<file path="src/rtl/mem_access_unit.sv">
// mem_access_unit: MAR/MDR register pair plus request/acknowledge handshake
// to a variable-latency memory. Status (Busy/Done/Err) goes to the control unit.
// Optional feature macro: MEM_TIMEOUT_EN. When it is defined, a REQ phase that
// lasts TIMEOUT cycles without an acknowledge is aborted and Err is raised.
// When it is undefined, REQ waits indefinitely and Err is tied low.
module mem_access_unit #(
  parameter int DATA_W  = 32,
  parameter int ADDR_W  = 9,
  parameter int TIMEOUT = 16
) (
  input  logic              Clock,
  input  logic              Clear,
  input  logic [DATA_W-1:0] BusIn,
  input  logic              MARin,
  input  logic              MDRin,
  input  logic              Read,
  input  logic              Write,
  output logic [DATA_W-1:0] MAR_data_out,
  output logic [DATA_W-1:0] MDR_data_out,
  output logic              Busy,
  output logic              Done,
  output logic              Err,
  output logic [ADDR_W-1:0] mem_addr,
  output logic [DATA_W-1:0] mem_wdata,
  output logic              mem_req,
  output logic              mem_we,
  input  logic [DATA_W-1:0] mem_rdata,
  input  logic              mem_ack
);

  typedef enum logic [1:0] {
    ST_IDLE = 2'd0,
    ST_REQ  = 2'd1,
    ST_DONE = 2'd2
  } state_t;

  state_t            state;
  logic [ADDR_W-1:0] mar;
  logic [DATA_W-1:0] mdr;
  logic              accept;
  logic              timeout_hit;

  // Reject parameter sets that cannot work (address wider than bus, no timeout window)
  if (ADDR_W > DATA_W || TIMEOUT < 1) begin : g_param_check
    $error("mem_access_unit: ADDR_W must be <= DATA_W and TIMEOUT must be >= 1");
  end

  // A new transaction is taken only from IDLE; Read/Write while busy are dropped
  assign accept = (state == ST_IDLE) && (Read || Write);

  // The memory sees the registers directly, so the bus never reaches memory combinationally
  assign mem_addr     = mar;
  assign mem_wdata    = mdr;
  assign MAR_data_out = DATA_W'(mar);
  assign MDR_data_out = mdr;

`ifdef MEM_TIMEOUT_EN
  localparam int                CNT_W    = $clog2(TIMEOUT + 1);
  localparam logic [CNT_W-1:0]  CNT_LAST = CNT_W'(TIMEOUT - 1);

  logic [CNT_W-1:0] wait_cnt;

  // An acknowledge in the final allowed cycle still wins over the abort
  assign timeout_hit = (state == ST_REQ) && !mem_ack && (wait_cnt == CNT_LAST);

  // Count REQ cycles spent waiting for the memory; restart on every accepted transaction
  always_ff @(posedge Clock or negedge Clear) begin
    if (!Clear) begin
      wait_cnt <= '0;
    end else if (accept) begin
      wait_cnt <= '0;
    end else if (state == ST_REQ && !mem_ack) begin
      wait_cnt <= wait_cnt + 1'b1;
    end
  end

  // Sticky error: raised by an abort, cleared only by the next accepted request
  always_ff @(posedge Clock or negedge Clear) begin
    if (!Clear) begin
      Err <= 1'b0;
    end else if (accept) begin
      Err <= 1'b0;
    end else if (timeout_hit) begin
      Err <= 1'b1;
    end
  end
`else
  assign timeout_hit = 1'b0;
  assign Err         = 1'b0;
`endif

  // Handshake FSM with registered status outputs and the MAR/MDR registers it guards
  always_ff @(posedge Clock or negedge Clear) begin
    if (!Clear) begin
      state   <= ST_IDLE;
      mar     <= '0;
      mdr     <= '0;
      Busy    <= 1'b0;
      Done    <= 1'b0;
      mem_req <= 1'b0;
      mem_we  <= 1'b0;
    end else begin
      case (state)
        ST_IDLE: begin
          Done <= 1'b0;
          if (MARin) begin
            mar <= BusIn[ADDR_W-1:0];
          end
          if (MDRin) begin
            mdr <= BusIn;
          end
          if (accept) begin
            state   <= ST_REQ;
            Busy    <= 1'b1;
            mem_req <= 1'b1;
            mem_we  <= Write & ~Read;
          end
        end
        ST_REQ: begin
          if (mem_ack) begin
            state   <= ST_DONE;
            mem_req <= 1'b0;
            Done    <= 1'b1;
            if (!mem_we) begin
              mdr <= mem_rdata;
            end
          end else if (timeout_hit) begin
            state   <= ST_DONE;
            mem_req <= 1'b0;
            Done    <= 1'b1;
          end
        end
        ST_DONE: begin
          state <= ST_IDLE;
          Busy  <= 1'b0;
          Done  <= 1'b0;
        end
        default: begin
          state   <= ST_IDLE;
          Busy    <= 1'b0;
          Done    <= 1'b0;
          mem_req <= 1'b0;
        end
      endcase
    end
  end

endmodule
</file>
<file path="config.mk">
export PLATFORM = sky130hd
export DESIGN_NAME = mem_access_unit
export DESIGN_NICKNAME = d
export VERILOG_FILES = /design/src/rtl/mem_access_unit.sv
export SDC_FILE = /design/constraint.sdc
export NUM_CORES = 1
export LEC_CHECK = 0
export ABC_AREA = 1
export CAP_MARGIN = 25
export CORE_ASPECT_RATIO = 0.5
export CORE_MARGIN = 4
export CORE_UTILIZATION = 40
export CTS_CLUSTER_SIZE = 12
export DETAILED_ROUTE_END_ITERATION = 16
export GPL_TIMING_DRIVEN = 0
export PLACE_DENSITY = 0.95
export SETUP_SLACK_MARGIN = 0.3
export SYNTH_ARGS = -nofsm -noshare
export SYNTH_HDL_FRONTEND = slang
export SYNTH_SLANG_ARGS = --single-unit
export TNS_END_PERCENT = 30
</file>
<file path="constraint.sdc">
create_clock -name Clock -period 2.55 [get_ports Clock]
set_clock_uncertainty 0.05 [all_clocks]
set_input_delay 0.3825 -clock Clock [delete_from_list [all_inputs] [get_ports Clock]]
set_output_delay 0.3825 -clock Clock [all_outputs]
set_load 0.02 [all_outputs]
</file>
After elaboration in Yosys (flattened, before gate mapping)
Index checks and enable logic that the tools add are counted.
{"block": "word_totals", "reg_bits": 47, "inputBits": 71, "out_inout_bits": 110, "wordCells": 40}
{"block": "classes", "eq_ne": 6, "muxes": 13, "n_bitwise": 4, "n_reduce_logical": 10}
{"op": "$mux 32", "count": 3}
{"op": "$pmux 32 s2", "count": 1}
{"op": "$ne 2x2->1 const B", "count": 4}
{"op": "$reduce_and 2->1", "count": 4}
{"op": "$mux 1", "count": 4}
{"op": "$mux 2", "count": 2}
{"op": "$pmux 2 s2", "count": 1}
{"op": "$reduce_and 4->1", "count": 1}
{"op": "$not 1->1", "count": 3}
{"op": "$pmux 1 s3", "count": 1}
{"op": "$reduce_and 3->1", "count": 1}
{"op": "$eq 2x1->1 const B", "count": 1}
{"op": "$eq 2x2->1 const B", "count": 1}
{"op": "$logic_not 2->1", "count": 1}
{"op": "$pmux 1 s2", "count": 1}
{"op": "$reduce_bool 2->1", "count": 1}
{"op": "$and 1x1->1", "count": 1}
{"op": "$logic_and 1x1->1", "count": 1}
{"op": "$logic_or 1x1->1", "count": 1}

Logic depth before layout (Yosys ltp)
Gate-level depths: netlist of run 1.
{"block": "depth", "depth_word": 4, "depth_mapped": 8, "depth_no_buf": 6}

Worst setup path before layout of run 1
No wires, ideal clock.
{"block": "synth_path", "kind": "register to register", "start": "register state[0]", "end": "register mdr[0], in the netlist MDR_data_out[0]", "setup_ps": 116, "arrival_time_ps": 1037, "required_ps": 2384, "path_slack_ps": 1346, "path_stages_with_launch": 7, "n_path_buf": 2, "synth_period_minus_slack_ps": 1204, "cell_sequence": "dfrtp_1 > buf_4 > a21oi_1 > nand3_2 > buf_2 > nand2_1 > nand2_1"}
{"block": "synth_between", "elab_chain_len": 3, "elab_cells_between_ends": 8, "cone_classes": "4 x eq/ne; 1 x mux; 3 x reduce/logical"}
{"element": "start, declared", "line": "37", "source": "state_t state;"}
{"element": "start signal, assigned", "line": "95", "source": "state <= ST_IDLE;"}
{"element": "start signal, assigned", "line": "113", "source": "state <= ST_REQ;"}
{"element": "start signal, assigned", "line": "121", "source": "state <= ST_DONE;"}
{"element": "$eq 2x1->1 / $logic_not 2->1 (equally long branches)", "line": "103", "source": "case (state)"}
{"element": "$ne 2x2->1 (no source line) / $reduce_bool 2->1 (equally long branches)"}
{"element": "$reduce_and 4->1 (no source line)"}
{"element": "end signal, assigned", "line": "110", "source": "mdr <= BusIn;"}
{"element": "end signal, assigned", "line": "125", "source": "mdr <= mem_rdata;"}
{"element": "end, declared", "line": "39", "source": "logic [DATA_W-1:0] mdr;"}
Parallel ways exist; a longest one is shown, timed or not.
A chain may end at the register's enable or synchronous reset.

Worst setup path after layout of run 1
{"block": "layout_path", "start": "register mdr[31], in the netlist MDR_data_out[31]", "end": "output mem_wdata[31]"}
{"element": "end, declared", "line": "24", "source": "output logic [DATA_W-1:0] mem_wdata,"}
No word-level cell between the ends.

==> impl_metrics.toml, run 1 <==
[status]
status = "finished, final reports clean"

[yosys]
synth_top_area_share_pct = 42.1
syn_inst = 379
synth.most_common_cell = "nand2_1"
yosys_warnings = 0
synth_cell_types = 17
ys_ff_latch = 47
yosys.area.top_type = "dfrtp_1"
syn-cell-area_sq_um = 2800
yosysSeqAreaShare_pct = 42.1
synth_edf_count = 0
async_reset_ff_share_pct = 100
ys.flop_type = "dfrtp_1"
syn_avg_cell_area_sq_um = 7.38
yosys-top-cells-count = "186 x nand2_1, 73 x buf_4, 47 x dfrtp_1"
synth.area.top_cells = "dfrtp_1 42%, nand2_1 25%, buf_4 20%, nand3_1 7.5%, buf_2 1.8%"

[drt]
first_iter_violations = 340
drc_errors = 0
ant_nets = 0
routed_via_density = 4.69
dr.pass1.iters = 4
drt-total-wl_mm = 9.87
wl_per_cell_um = 15.0
vias = 3089

[clocking]
cts_buffer_depth = 2
cts_tree = "built"
htree_num_levels = 2
cts_buffers = 5
path_clk_slew_ns = 0.07
clk_latency_ns = 0.29
cts.sinks = 47
cts_root_buf = "clkbuf_16"

[placed_design]
place_congestion = 0.928
io_buffers = 155
place_hpwl_mm = 7.31

[worst_setup_path]
reg2reg_to = "MDR_data_out[5]$_DFFE_PN0P_"
rrSetupSlack_ns = 1.00
cp_max_fo = 3
worstPathRequired_ns = 2.12
crit_arrival_ns = 1.42
worstSetupPathType = "reg -> out"
r2r_cells = 6
crit_path_end_kind = "primary output"
start_kind = "flip-flop"
timing.rr.start = "state[1]$_DFFE_PN0P_"

[timing]
slew_headroom_pct = 63.4
finalSetupViolations = 0
finalHoldViolCount = 0
min_period_ns = 1.85
timing.fmax_mhz = 541
rsz0062_at_grt = "no"
maxSlewViolCount = 0
fin_crit_sh_pct = 72.5
worst_slew_pin_slew_ns = 0.544
fin_setup_tns_ns = 0

[global_route]
grt_pass1_vias = 3118
grt_pass1_wl_mm = 15.3
grt_max_degree = 33
grt_usage_pct = 22.5
overflow = 0
antenna_found_initial = 0

[layout]
syn2layout_area_growth_pct = 69.8
drive_gt1_share_pct = 17.6
nFillCells = 464
regArea_sq_um = 1180
multi_input_area_sq_um = 1080
utilization_pct = 70.6
antenna_cells = 0
nets = 637

[worst_hold_path]
hp-class = "reg -> reg"
min_to = "Busy$_DFFE_PN0P_"
worstHoldStart = "Busy$_DFFE_PN0P_"
hold_depth = 2

[pwr]
ir_drop_v = 0.000556
power.density_nw_per_um2 = 1370
leakage_nw = 2.47

[floorplanning]
ios = 181
dieWidth_um = 126
core_sq_um = 6730
die_area_sq_um = 8470
row_count = 21
die_h_um = 67.1
start_util_pct = 41.6

[job]
max_cap_viol_count = 0
state kept, by name, summed over array words and instances, names as in the netlist:
signal / cells
Done: 1
mem_req: 1
Busy: 1
MDR_data_out: 32
state: 2
mem_addr: 9
mem_we: 1
through the flow:
stage,instance area (sq um),total power [W],hold slack [ns],worst slack (ns),cells
after detailed placement,4560,0.00567,0.281,0.788,650
final,4750,0.00652,0.434,0.701,659
after global routing,4750,0.00692,0.464,0.653,659
after global placement,4550,0.00555,0.416,-0.203,649
after CTS,4750,0.00653,0.433,0.696,659
after floorplan,2880,0.00385,0.0369,1.35,402
layout by cell type, fill, tap and decap left out, types with 3 or more instances in the layout:
master | synthesis | routed
nand2_1 | 186 | 186
clkdlybuf4s50_1 | 0 | 154
buf_4 | 73 | 73
dfrtp_1 | 47 | 47
nand3_1 | 42 | 42
conb_1 | 1 | 24
buf_2 | 10 | 11
clkbuf_16 | 0 | 5
nor2_1 | 4 | 4
inv_1 | 3 | 3
worst max-delay path, cell delays in order (launching register included):
cell and delay (ns):
dfrtp_1 0.41, buf_4 0.13, clkdlybuf4s50_1 0.58
how the worst max path moves through the flow:
stage / startpoint / end / slack (ns) / depth (start not counted)
floorplan: state[0]$_DFFE_PN0P_ / MDR_data_out[0]$_DFFE_PN0P_ / 1.35 / 6
global placement: Clear / MDR_data_out[29]$_DFFE_PN0P_ / -0.20 / 1
detailed placement: mem_ack / MDR_data_out[11]$_DFFE_PN0P_ / 0.79 / 7
CTS: MDR_data_out[31]$_DFFE_PN0P_ / mem_wdata[31] / 0.70 / 2
global route: MDR_data_out[31]$_DFFE_PN0P_ / mem_wdata[31] / 0.65 / 2
finish: MDR_data_out[31]$_DFFE_PN0P_ / mem_wdata[31] / 0.70 / 2
where the power goes:
| group | switching, W | leakage, nW | total, W | internal (W) |
|---|---|---|---|---|
| combinational | 0.00229 | 1.81 | 0.00432 | 0.00203 |
| clock | 0.000292 | 0.0868 | 0.000780 | 0.000488 |
| sequential | 0.000317 | 0.581 | 0.00143 | 0.00111 |
| total | 0.00290 | 2.47 | 0.00652 | 0.00363 |
layout make-up:
class	count	share of cell area, %
inverter	5	0.395
buffer	84	12.7
clock inverter	2	0.738
multi-input combinational	266	22.9
timing repair buffer	157	33.2
tap	92	2.42
sequential	47	24.8
clock buffer	6	2.93
layer usage:
metal  share of wire [%]  global-route usage (%)  vias to the layer above
met2                  54                    42.6                      130
met1                  37                    25.4                     1461
met5                   0                       0                        -
met4                 3.5                    10.0                        0
met3                 5.2                    4.00                       36
li1                    -                       -                     1462
timing repair:
| item | in CTS | in global routing |
|---|---|---|
| buffers inserted | 0 | 0 |
| hold buffers | 1 | 0 |
| resized for setup | 0 | 0 |
| setup endpoints to repair | 0 | 0 |
| endpoints found under the hold margin | 15 | 0 |
kinds of logic (layout without fill, tap and decap cells):
family	count (synthesis)	after routing	synth area share, %
AND/OR/NAND/NOR	236	236	34.4
buffers and inverters	89	254	22.2
flip-flops	47	47	42.1
AO/OA/AOI/OAI	6	6	1.21
other	1	24	0.134
No activity file was read; power rests on OpenSTA's default activity.
==> run 2, diff against run 1 <==
- CORE_UTILIZATION: 40 -> 33
- PLACE_DENSITY: 0.95 -> 0.84
- clock period: 2.55 -> 1.6 ns (I/O delays scaled with it)
==> run 2 against run 1 <==
Utilization down 7.1 points. Non-clock buffer count up 31. Global-route usage down 5.2 points. Final area up 8.4%. Largest cell class unchanged. Highest routed layer unchanged.
==> impl_metrics.toml, run 2 (synthesized netlist as in run 1, its figures left out) <==
[floorplanning]
row_count = 23
ios = 181
die_area_sq_um = 10100
die_h_um = 73.1
dieWidth_um = 138
start_util_pct = 34.4
core_sq_um = 8120

[layout]
layout_common_cells = "170 x nand2_1, 79 x buf_4, 70 x clkdlybuf4s50_1, 45 x dfrtp_1, 39 x nand3_1"
nFillCells = 614
drive_gt1_share_pct = 31.0
antenna_cells = 0
syn2layout_area_growth_pct = 84.2
utilization_pct = 63.4
layoutNonFillerInstCount = 709
largest_reg_flops = 32
layout.cells.most_common = "nand2_1"
nets = 669

[clocking]
cts_buffer_depth = 2
cts_root_buf = "clkbuf_16"
path_clk_slew_ns = 0.06
htree_num_levels = 2
cts_buffers = 5
clk_latency_ns = 0.29
cts.sinks = 47
cts_tree = "built"

[drt]
first_iter_violations = 286
vias = 3328
wl_per_cell_um = 16.8
drc_errors = 0
routed_via_density = 4.69
dr.pass1.iters = 5
ant_nets = 0
drt-total-wl_mm = 11.9

[worst_setup_path]
cp_slowest_cell = "clkdlybuf4s50_1"
crit_chain = "clkdlybuf4s50_1"
start_kind = "flip-flop"
crit_family = "buffers and inverters"
worstPathRequired_ns = 1.31
path_buf_inv = 1
slowest_delay_ns = 0.64
crit_path_end_kind = "primary output"
worstSetupPathType = "reg -> out"
cp_max_fo = 2
crit_arrival_ns = 1.28

[global_route]
grt_max_degree = 33
grt_usage_pct = 17.3
grt_pass1_wl_mm = 14.4
overflow = 0
busiest_layer = "met2"
gr-usage-met3_pct = 2.75
antenna_found_initial = 0
grt_pass1_vias = 2961
use_met1_pct = 19.7
met2_usage_pct = 33.7

[timing]
min_period_ns = 1.57
slew_headroom_pct = 66.6
finalHoldViolCount = 0
rsz0062_at_grt = "yes"
setup_slack_ns = 0.0343
maxSlewViolCount = 0
timing.fmax_mhz = 639
fin_setup_tns_ns = 0
fin_crit_sh_pct = 97.9
worst_slew_pin_slew_ns = 0.496
finalSetupViolations = 0
whs_ns = 0.314

[pwr]
power.density_nw_per_um2 = 2160
ir_drop_v = 0.000804
leakage_nw = 3.04

[placed_design]
place_hpwl_mm = 7.33
place_congestion = 0.812
io_buffers = 155
dp.cells = 670
pre_cts_ws_ns = -0.00933

[status]
status = "finished, final reports clean"

[worst_hold_path]
hp-class = "in -> reg"

[job]
max_cap_viol_count = 0
-- run 2: cell types whose count changed in the layout (fill, tap and decap cells not counted), sizes merged, moves of 8 or more --
cell | previous run | this run
buf | 85 | 141
clkbuf | 7 | 15
clkdlybuf4s50 | 154 | 70
dlygate4sd2 | 0 | 31
dlymetal6s2s | 0 | 20
-- run 2: power by group --
part           switching (W)  leakage [nW]  internal (W)
clock network       0.000417        0.0628      0.000563
logic                0.00427          2.40       0.00358
registers           0.000528         0.578       0.00178
total                0.00521          3.04       0.00592
-- run 2: final timing paths --
kind / from / to / slack, ns / depth (start not counted)
min reg2reg: Busy$_DFFE_PN0P_ / Busy$_DFFE_PN0P_ / 0.45 / 2
max: Done$_DFFE_PN0P_ / Done / 0.03 / 1
max in group asynchronous: Clear / state[0]$_DFFE_PN0P_ / 0.62 / 3
min in group asynchronous: Clear / MDR_data_out[25]$_DFFE_PN0P_ / 0.37 / 2
min: mem_ack / Done$_DFFE_PN0P_ / 0.31 / 3
max reg2reg: state[0]$_DFFE_PN0P_ / MDR_data_out[21]$_DFFE_PN0P_ / 0.11 / 6
-- run 2: per-stage QoR --
stage               instance area (sq um)  total power (W)
finish                               5150           0.0111
global route                         5150           0.0117
CTS                                  4680          0.00971
detailed placement                   4590          0.00901
global placement                     4570          0.00888
floorplan                            2880          0.00613
-- run 2: repair_timing --
| action | in CTS | in global routing |
|---|---|---|
| setup buffers | 13 | 9 |
| gates resized for setup | 180 | 91 |
| hold buffers | 1 | 0 |
| pin swaps | 0 | 12 |
| endpoints found under the hold margin | 15 | 0 |
| setup endpoints to repair | 116 | 103 |
| cloned | 0 | 10 |
-- run 2: worst min-delay path, delay by kind of cell --
family / cells / cell delay, ns
and+or+nand+nor: 2 / 0.17
buffers and inverters: 1 / 0.19
-- run 2: metal layers --
| metal | vias up | part of all wire (%) |
|---|---|---|
| li1 | 1521 | - |
| met1 | 1585 | 38 |
| met2 | 172 | 53 |
| met3 | 50 | 5.6 |
| met4 | 0 | 3.9 |
| met5 | - | 0 |
-- run 2: area by class of cell --
| class | count | area, sq um | share of cell area, % |
|---|---|---|---|
| clock buffer | 6 | 129 | 2.50 |
| sequential | 47 | 1180 | 22.9 |
| inverter | 5 | 21.3 | 0.413 |
| timing repair buffer | 188 | 1770 | 34.3 |
| buffer | 84 | 697 | 13.5 |
| multi-input combinational | 267 | 1220 | 23.6 |
| tap | 112 | 140 | 2.72 |
==> run 3, diff against run 2 <==
- SLEW_MARGIN: unset -> 20
==> run 3 against run 2 <==
Maximum frequency hardly changed. Critical path depth stayed put. Clock power is 12% higher. Non-clock buffer count is 9 lower. Combinational power is 2% lower. Via count is 0.57% lower. Final area is 1.6% lower. Cell count is 0.99% lower. Clock-buffer cell count is 2 higher. Global-route usage is 0.38 points higher. Setup slack worse by 0.0014 ns.
==> impl_metrics.toml, run 3 (synthesized netlist as in run 1, its figures left out) <==
[worst_hold_path]
hold_depth = 3
min_to = "Done$_DFFE_PN0P_"
hp-class = "in -> reg"
worstHoldStart = "mem_ack"

[clocking]
clk_latency_ns = 0.28
cts.sinks = 47
cts_root_buf = "clkbuf_16"
htree_num_levels = 2
cts_buffer_depth = 2
cts_tree = "built"
cts_buffers = 5
path_clk_slew_ns = 0.06

[worst_setup_path]
timing.rr.start = "state[0]$_DFFE_PN0P_"
cp_max_fo = 2
cp_slowest_cell = "clkdlybuf4s50_1"
crit_path_end_kind = "primary output"
worstPathRequired_ns = 1.31
slowest_delay_ns = 0.64
start_kind = "flip-flop"
r2r_cells = 8
worstSetupPathType = "reg -> out"
crit_chain = "clkdlybuf4s50_1"
path_buf_inv = 1
crit_arrival_ns = 1.28
reg2reg_to = "MDR_data_out[4]$_DFFE_PN0P_"
rrSetupSlack_ns = 0.09
crit_family = "buffers and inverters"

[floorplanning]
start_util_pct = 34.4
row_count = 23
ios = 181
die_area_sq_um = 10100
die_h_um = 73.1
dieWidth_um = 138
core_sq_um = 8120

[placed_design]
place_congestion = 0.812
io_buffers = 155
place_hpwl_mm = 7.29

[job]
max_cap_viol_count = 0

[timing]
finalHoldViolCount = 0
slew_headroom_pct = 66.0
worst_slew_pin_slew_ns = 0.505
whs_ns = 0.284
min_period_ns = 1.57
maxSlewViolCount = 0
rsz0062_at_grt = "yes"
timing.fmax_mhz = 638
finalSetupViolations = 0
fin_crit_sh_pct = 97.9

[layout]
layout_common_cells = "163 x nand2_1, 77 x buf_4, 71 x clkdlybuf4s50_1, 46 x dfrtp_1, 41 x nand3_1"
antenna_cells = 0
nets = 660
layout.cells.most_common = "nand2_1"
largest_reg_flops = 32
syn2layout_area_growth_pct = 81.2
drive_gt1_share_pct = 31.2

[drt]
first_iter_violations = 298
routed_via_density = 4.71
ant_nets = 0
wl_per_cell_um = 17.0
dr.pass1.iters = 5
drc_errors = 0
drt-total-wl_mm = 11.9
vias = 3309

[pwr]
ir_drop_v = 0.000894
power_w = 0.0111
leakage_nw = 2.93
power.density_nw_per_um2 = 2200

[global_route]
grt_max_degree = 32
overflow = 0
antenna_found_initial = 0
grt_pass1_vias = 2984
grt_pass1_wl_mm = 14.7
grt_usage_pct = 17.7

[status]
status = "finished, final reports clean"
run 3: worst min-delay path: stages:
cell and delay [ns]:
dlymetal6s2s_1 0.17, nor2_1 0.12, nor2_1 0.05
run 3: per-layer routing:
metal	vias to the layer above	routed length, um	part of all wire (%)	global-route usage (%)
li1	1509	-	-	-
met1	1581	4340	36	20.3
met2	177	6470	54	34.8
met3	42	703	5.9	3.60
met4	0	410	3.4	3.72
met5	-	0	0	0
run 3: where the power goes:
part           total (W)  switching, W  internal (W)  leakage (nW)
combinational    0.00772       0.00430       0.00342          2.27
clock            0.00110      0.000438      0.000666        0.0772
sequential       0.00230      0.000524       0.00178         0.580
total             0.0111       0.00526       0.00586          2.93
run 3: worst max-delay path by stage:
| stage | startpoint | endpoint | slack, ns | depth (start not counted) |
|---|---|---|---|---|
| after floorplan | state[0]$_DFFE_PN0P_ | MDR_data_out[0]$_DFFE_PN0P_ | 0.40 | 6 |
| after global placement | Clear | MDR_data_out[11]$_DFFE_PN0P_ | -1.09 | 1 |
| after detailed placement | mem_ack | MDR_data_out[29]$_DFFE_PN0P_ | -0.01 | 7 |
| after CTS | MDR_data_out[11]$_DFFE_PN0P_ | MDR_data_out[11] | 0.03 | 1 |
| after global routing | mem_req$_DFFE_PN0P_ | mem_req | 0.009 | 1 |
| final | mem_req$_DFFE_PN0P_ | mem_req | 0.03 | 1 |
run 3: area by class of cell:
cell class / instances / area, sq um
buffer: 84 / 684
tap: 112 / 140
multi-input combinational: 267 / 1230
sequential: 47 / 1180
clock buffer: 8 / 156
inverter: 5 / 23.8
timing repair buffer: 179 / 1650
fill: 634 / 3050
run 3: stage by stage:
stage / util (%) / setup slack [ns] / setup TNS [ns] / instances / cell area [sq um]
detailed placement: 56.5 / -0.0129 / -0.0388 / 670 / 4590
global placement: 56.4 / -1.09 / -51.14 / 669 / 4570
finish: 62.4 / 0.0329 / 0 / 702 / 5070
floorplan: - / 0.396 / 0 / 402 / 2880
global route: 62.4 / 0.00894 / 0 / 702 / 5070
CTS: 56.5 / 0.0335 / 0 / 685 / 4590
run 3: what timing repair did:
item                       4_1_cts  5_1_grt
cloned                           0        9
pin swaps                        0       13
setup endpoints to repair      120      102
buffers inserted                 6        8
hold endpoints to repair        16        0
gates resized for setup        180       86
hold buffers                     1        0
